[config.mk]
export PLATFORM = sky130hd
export DESIGN_NAME = cd_sram_arb
export DESIGN_NICKNAME = d
export VERILOG_FILES = /design/src/rtl/cd_sram_arb.sv
export SDC_FILE = /design/constraint.sdc
export NUM_CORES = 1
export LEC_CHECK = 0
export CAP_MARGIN = 25
export CORE_ASPECT_RATIO = 1.4
export CORE_MARGIN = 2
export CORE_UTILIZATION = 30
export CTS_CLUSTER_DIAMETER = 100
export CTS_CLUSTER_SIZE = 24
export DETAILED_ROUTE_END_ITERATION = 16
export DONT_BUFFER_PORTS = 1
export GPL_ROUTABILITY_DRIVEN = 0
export SKIP_LAST_GASP = 1
export SLEW_MARGIN = 25
export SYNTH_ARGS = -nofsm -noshare
export SYNTH_HDL_FRONTEND = slang
export SYNTH_SLANG_ARGS = --single-unit
[constraint.sdc]
create_clock -name clk -period 2.9 [get_ports clk]
set_input_delay 0.435 -clock clk [delete_from_list [all_inputs] [get_ports clk]]
set_output_delay 0.435 -clock clk [all_outputs]
set_load 0.01 [all_outputs]
[src/rtl/cd_sram_arb.sv]
// cd_sram_arb: two-requester round-robin arbiter for the cd_sram read and write ports,
// with read-valid strobes aligned to the 1-cycle RAM read latency and a requester-1 read lock.
module cd_sram_arb #(
    parameter int A_WIDTH = 8
) (
    input  logic               clk,
    input  logic               reset,
    input  logic               rd_req0,
    input  logic [A_WIDTH-1:0] rd_addr0,
    output logic               rd_gnt0,
    output logic               rd_vld0,
    input  logic               rd_req1,
    input  logic [A_WIDTH-1:0] rd_addr1,
    input  logic               rd_lock1,
    output logic               rd_gnt1,
    output logic               rd_vld1,
    output logic [7:0]         rd_data,
    input  logic               wr_req0,
    input  logic [A_WIDTH-1:0] wr_addr0,
    input  logic [7:0]         wr_data0,
    output logic               wr_gnt0,
    input  logic               wr_req1,
    input  logic [A_WIDTH-1:0] wr_addr1,
    input  logic [7:0]         wr_data1,
    output logic               wr_gnt1,
    output logic [A_WIDTH-1:0] ram_ra,
    output logic               ram_re,
    input  logic [7:0]         ram_rd,
    output logic [A_WIDTH-1:0] ram_wa,
    output logic [7:0]         ram_wd,
    output logic               ram_we
);
    typedef enum logic {UNLOCKED, LOCKED} lock_t;
    lock_t lock_q, lock_d;
    logic  rd_ptr_q, rd_ptr_d;
    logic  wr_ptr_q, wr_ptr_d;
    logic  rd_vld0_q, rd_vld1_q;
    logic  lock_win;
    always_ff @(posedge clk or posedge reset) begin
        if (reset) begin
            lock_q    <= UNLOCKED;
            rd_ptr_q  <= 1'b0;
            wr_ptr_q  <= 1'b0;
            rd_vld0_q <= 1'b0;
            rd_vld1_q <= 1'b0;
        end else begin
            lock_q    <= lock_d;
            rd_ptr_q  <= rd_ptr_d;
            wr_ptr_q  <= wr_ptr_d;
            rd_vld0_q <= rd_gnt0;
            rd_vld1_q <= rd_gnt1;
        end
    end
    // A held lock overrides the pointer; every requester-1 grant leaves the pointer at 0,
    // so requester 0 wins the first conflict once the lock drops.
    always_comb begin
        lock_win = (lock_q == LOCKED) && rd_req1 && rd_lock1;
        rd_gnt1  = rd_req1 & (lock_win | ~rd_req0 | rd_ptr_q);
        rd_gnt0  = rd_req0 & ~rd_gnt1;
        rd_ptr_d = rd_gnt0 ? 1'b1 : rd_gnt1 ? 1'b0 : rd_ptr_q;
        lock_d   = (rd_req1 && rd_lock1 && (lock_win || rd_gnt1)) ? LOCKED : UNLOCKED;
        wr_gnt1  = wr_req1 & (~wr_req0 | wr_ptr_q);
        wr_gnt0  = wr_req0 & ~wr_gnt1;
        wr_ptr_d = wr_gnt0 ? 1'b1 : wr_gnt1 ? 1'b0 : wr_ptr_q;
    end
    assign ram_re  = rd_gnt0 | rd_gnt1;
    assign ram_ra  = rd_gnt1 ? rd_addr1 : rd_addr0;
    assign ram_we  = wr_gnt0 | wr_gnt1;
    assign ram_wa  = wr_gnt1 ? wr_addr1 : wr_addr0;
    assign ram_wd  = wr_gnt1 ? wr_data1 : wr_data0;
    assign rd_vld0 = rd_vld0_q;
    assign rd_vld1 = rd_vld1_q;
    assign rd_data = ram_rd;
endmodule

==> results of run 1 <==
==> critical path: cells and delay by family, from the launching register on <==
kind / cells / cell delay (ns)
and+or+nand+nor: 1 / 0.07
AOI/OAI and AO/OA: 1 / 0.47
muxes: 1 / 0.43
DFF: 1 / 0.36
==> through the flow <==
step                      instance area (µm²)  power, W  setup WS (ns)  hold slack [ns]
after floorplan                           602  0.000185           1.30            0.214
after global placement                    546  0.000178           1.10            0.245
after detailed placement                  546  0.000177           1.07            0.248
after CTS                                 582  0.000265          0.867            0.292
after global routing                      582  0.000273          0.774            0.295
final                                     582  0.000259          0.894            0.296
==> power breakdown <==
part	total (W)	internal (W)	switching [W]
Combinational	0.0000962	0.0000463	0.0000499
Sequential	0.0000806	0.0000765	0.00000409
Clock	0.0000821	0.0000521	0.0000300
Total	0.000259	0.000175	0.0000840
==> how the worst max path moves through the flow <==
stage | from | to | slack, ns | cells past startpoint
finish | lock_q$_DFF_PP0_ | ram_ra[5] | 0.89 | 3
global route | lock_q$_DFF_PP0_ | ram_ra[5] | 0.77 | 3
floorplan | rd_lock1 | ram_ra[0] | 1.30 | 4
CTS | lock_q$_DFF_PP0_ | ram_ra[5] | 0.87 | 3
global placement | rd_lock1 | ram_ra[5] | 1.10 | 3
detailed placement | rd_lock1 | ram_ra[5] | 1.07 | 3
==> layout make-up <==
class,instances,area share (%)
clock buffers,4,4.52
well taps,21,4.52
repair buffers,1,1.72
inverters,7,4.52
multi-input cells,35,63.2
flip-flops and latches,5,21.5
==> timing repair <==
item | CTS | global route
hold buffers | 1 | 0
hold endpoints to repair | 5 | 0
gates resized for setup | 0 | 0
==> flip-flops by register name, indices dropped and copies added, names as in the netlist <==
name and count:
lock_q 1, rd_ptr_q 1, rd_vld0 1, rd_vld1 1, wr_ptr_q 1
==> cells in the final DEF, fill, tap and decap left out <==
master,count
dfrtp_1,5
mux2_4,6
o21ai_0,1
a22o_1,1
nor2_1,1
or2_2,2
dlygate4sd3_1,1
clkbuf_1,1
mux2_2,18
nand2_1,1
and2_1,2
nand2_4,1
a31o_1,1
inv_1,7
clkbuf_4,3
nand2b_2,1
==> metal layers <==
layer	track usage [%]	wire length, µm
met3	2.53	225
met2	14.5	616
met5	0	0
met1	11.0	426
met4	8.76	23
==> cell families after synthesis <==
family	count (synthesis)	synth area share [%]
compound gates	3	3.74
buf+inv	17	18.1
flops	5	20.8
mux	24	48.6
simple gates	8	8.73
==> results.md, run 1 <==
- Total GRT Usage: 9.63%
- Critical-path cell list: nand2_1 -> a31o_1 -> mux2_2
- Dominant cell type by area after synthesis: mux2_2
- Initial antenna violation count: 0
- Critical register-to-register path endpoint: rd_vld0$_DFF_PP0_
- Shortest period the worst path allows: 2.01 ns
- Synth top area share: 33.7%
- Slowest CP cell: a31o_1
- WP data arrival: 1.57 ns
- Die area: 2390 µm²
- Setup repair after global routing missed its margin: no
- Fill count: 198
- Fin. Hold Viols: 0
- Grt ovf: 0
- # nets final: 116
- Max VDD drop: 220 µV
- Pins over their slew limit: 0
- DRT Pass-1 Iters: 2
- WL final: 1.29 mm
- Synth cell types: 15
- F_max: 498 MHz
- Top-count cell post-synth: mux2_2
- Cells on worst reg2reg path: 3
- Reg2reg start: lock_q$_DFF_PP0_
- Ant. Diodes: 0
- Final Non-Filler Cells: 73
- Worst hold path cell count: 2
- Via/cell ratio: 5.68
- Initial Utilization: 31.3%
- DP Wirelength: 1.17 mm
- Worst hold endpoint: lock_q$_DFF_PP0_
- Number of global-route vias before repair: 386
- Clk Latency, worst-skew pair: 0.24 ns
- Commonest cells in the netlist: mux2_2, buf_4, inv_1, mux2_4, dfrtp_1
- Worst hold start: rd_lock1
- Synth Flop Type: dfrtp_1
- Critical Path RT: 2.47 ns
- Yosys reg bits: 5
- Routed wire per std cell: 17.7 µm
- Setup TNS: 0 ns
- Detail Route Antenna Nets: 0
- Class of the tightest hold or removal check: in2reg
- Largest net degree at the start of global routing: 19
- Tcrit/Tclk final: 69.2%
- Die width: 41.9 µm
- Element type at the critical path start: flop
- Global-route wire length before repair: 1.68 mm
- Critical Path End Type: output pin
- Leading post-synthesis cells by cell area: mux2_2, dfrtp_1, mux2_4
- DRC marker count from the first detailed-route iteration: 2
- Clock slew at reported path FFs: 0.05 ns
- Clk sinks: 5
- Final setup fails: 0
- Syn Nets: 120
- Ys Warns: 0
- Core Box Area: 1930 µm²
- Relative slew slack: 65.6%
- Root buffer cell: clkbuf_4
- Synthesized area per cell: 10.6 µm²
- Worst Max-Slew Pin Slew: 0.516 ns
- Share of cells above drive strength 1: 59.6%
- Die Y: 57.0 µm
- Routed via count: 415
- Seq/Total Area, Yosys: 20.8%
- Area Overhead vs Synth: -3.33%
- H-tree depth: 1
- PwrDens: 445 nW/µm²
- Syn Std Cell Area: 602 µm²
- Layout Utilization: 30.2%
- Rows: 19
- Worst R2R Setup Slack: 1.63 ns
- Async SR Flop Fraction: 100%
- Placed insts: 68
- IO Pins: 103
- Slowest stage delay, CP: 0.47 ns
- CP Class: reg2out
- Setup Fix Bufs, Post-CTS: 0
- EDFF count, synth: 0
- Total CTS buffers: 3
- CTS tree: built
- Max-Cap Viols: 0
- Crit-path max FO: 12
- I/O Buffers: 0
- # DRC: 0
- Leak pwr: 0.274 nW
- Area of the multi-input gates: 368 µm²
- CTS max path bufs: 2
- Outcome: complete, no violations
- Skew final: 0.00166 ns
- Mapped Cells: 57
- Flip-flop and latch area: 125 µm²
(Power assumes the default switching activity.)
==> run 2, diff against run 1 <==
==> constraint.sdc (replaced) <==
create_clock -name clk -period 1.7 [get_ports clk]
set_input_delay 0.255 -clock clk [delete_from_list [all_inputs] [get_ports clk]]
set_output_delay 0.255 -clock clk [all_outputs]
set_load 0.01 [all_outputs]
==> results.md, run 2 (synthesized netlist as in run 1, its figures left out) <==
- Outcome: complete, no violations
- Total CTS buffers: 3
- WL final: 1.39 mm
- DP Wirelength: 1.24 mm
- Die area: 2390 µm²
- CP Class: reg2out
- Grt ovf: 0
- Clock slew at reported path FFs: 0.05 ns
- Die Y: 57.0 µm
- F_max: 618 MHz
- Internal power: 0.000305 W
- Clock Power Share: 30.4%
- Rows: 19
- I/O Buffers: 0
- Shortest period the worst path allows: 1.62 ns
- Routed via count: 430
- Share of cells above drive strength 1: 62.3%
- Routed wire per std cell: 18.8 µm
- Root buffer cell: clkbuf_4
- # DRC: 0
- Number of global-route vias before repair: 442
- Fin. Hold Viols: 0
- Initial Utilization: 31.3%
- Ant. Diodes: 0
- Layout Utilization: 31.7%
- DRT Pass-1 Iters: 3
- Relative slew slack: 86.6%
- Switching share of total power: 32.1%
- Area of the multi-input gates: 385 µm²
- Class of the tightest hold or removal check: in2reg
- Die width: 41.9 µm
- Clk Latency, worst-skew pair: 0.24 ns
- Final setup fails: 0
- Skew final: 0.00220 ns
- Most frequent cells in the layout: mux2_2, inv_1, mux2_4
- Setup TNS: 0 ns
- Placed insts: 69
- Pins over their slew limit: 0
- Leak pwr: 0.282 nW
- Setup repair after global routing missed its margin: no
- Core Box Area: 1930 µm²
- CTS max path bufs: 2
- DRC marker count from the first detailed-route iteration: 3
- Max VDD drop: 313 µV
- Crit path buffers/inverters: 0
- Crit-path max FO: 18
- IO Pins: 103
- Slowest stage delay, CP: 0.39 ns
- Detail Route Antenna Nets: 0
- Area Overhead vs Synth: 1.46%
- Flip-flop and latch area: 125 µm²
- PwrDens: 737 nW/µm²
- Cell family with most CP delay: multiplexers
- Hold Slack: 0.120 ns
- Final Non-Filler Cells: 74
- Fill count: 198
- Critical-path cell list: nand2b_2 -> nand2_8 -> mux2_2
- Initial antenna violation count: 0
- Max-Cap Viols: 0
- Slowest CP cell: mux2_2
- Total GRT Usage: 10.3%
- H-tree depth: 1
- Commonest non-fill, non-tap cell in the layout: mux2_2
- Element type at the critical path start: flop
- Largest net degree at the start of global routing: 19
- NetSw: 0.000145 W
- Global-route wire length before repair: 1.82 mm
- Worst Max-Slew Pin Slew: 0.201 ns
- Critical path depth: 3
- Seq pwr share: 30.6%
- Critical Path End Type: output pin
- Worst hold path cell count: 2
- WP data arrival: 1.36 ns
- Cells on worst reg2reg path: 4
- CTS tree: built
- Clk sinks: 5
- Via/cell ratio: 5.81
- Critical Path RT: 1.44 ns
- # nets final: 117
- Comb pwr share: 39.0%
- Tcrit/Tclk final: 95.3%
-- run 2: worst paths after layout --
| check | slack (ns) | start | endpoint |
|---|---|---|---|
| hold / removal | 0.12 | rd_lock1 | lock_q$_DFF_PP0_ |
| max in group asynchronous | 1.16 | reset | rd_ptr_q$_DFFE_PP0P_ |
| min in group asynchronous | 0.36 | reset | wr_ptr_q$_DFFE_PP0P_ |
| hold reg to reg | 0.52 | rd_ptr_q$_DFFE_PP0P_ | rd_ptr_q$_DFFE_PP0P_ |
| setup / recovery | 0.08 | wr_ptr_q$_DFFE_PP0P_ | ram_wa[2] |
| setup reg to reg | 0.70 | rd_ptr_q$_DFFE_PP0P_ | rd_vld1$_DFF_PP0_ |
-- run 2: power groups by stage --
stage	registers, W	clock network, W	logic, W
2_1_floorplan	0.000137	0	0.000179
3_3_place_gp	0.000139	0	0.000167
3_5_place_dp	0.000139	0	0.000166
4_1_cts	0.000138	0.000144	0.000170
5_1_grt	0.000138	0.000152	0.000187
6_report	0.000138	0.000137	0.000176
-- run 2: metrics by stage --
| step | setup slack, ns | instance area (µm²) | total power (W) |
|---|---|---|---|
| 6_report | 0.0807 | 611 | 0.000450 |
| 3_5_place_dp | 0.269 | 553 | 0.000306 |
| 4_1_cts | 0.000615 | 589 | 0.000451 |
| 3_3_place_gp | 0.290 | 553 | 0.000306 |
| 5_1_grt | 0.0354 | 611 | 0.000477 |
| 2_1_floorplan | 0.285 | 602 | 0.000316 |
-- run 2: routing by layer --
| metal | part of all wire, % | GRT usage, % | wire (µm) | vias to the layer above |
|---|---|---|---|---|
| met5 | 0 | 0 | 0 | - |
| met4 | 1.6 | 7.37 | 23 | 0 |
| met3 | 16 | 4.11 | 228 | 4 |
| met2 | 52 | 18.1 | 721 | 65 |
| met1 | 30 | 9.38 | 421 | 187 |
| li1 | - | - | - | 174 |
-- run 2: area by class of cell --
class                   instances  area share [%]
inverters                       7            4.30
clock buffers                   4            4.30
repair buffers                  2            3.48
flip-flops and latches          5            20.5
multi-input cells              35            63.1
well taps                      21            4.30
-- run 2: worst reg2reg max path, stage by stage (launching register included) --
cell and delay (ns):
dfrtp_1 0.38, inv_1 0.08, a31o_4 0.17, buf_6 0.15, inv_1 0.10
-- run 2: repair_timing --
action	CTS	global route
hold buffers	1	0
gates resized for setup	0	3
endpoints found under the setup margin	0	8
setup buffers	0	0
endpoints found under the hold margin	5	0
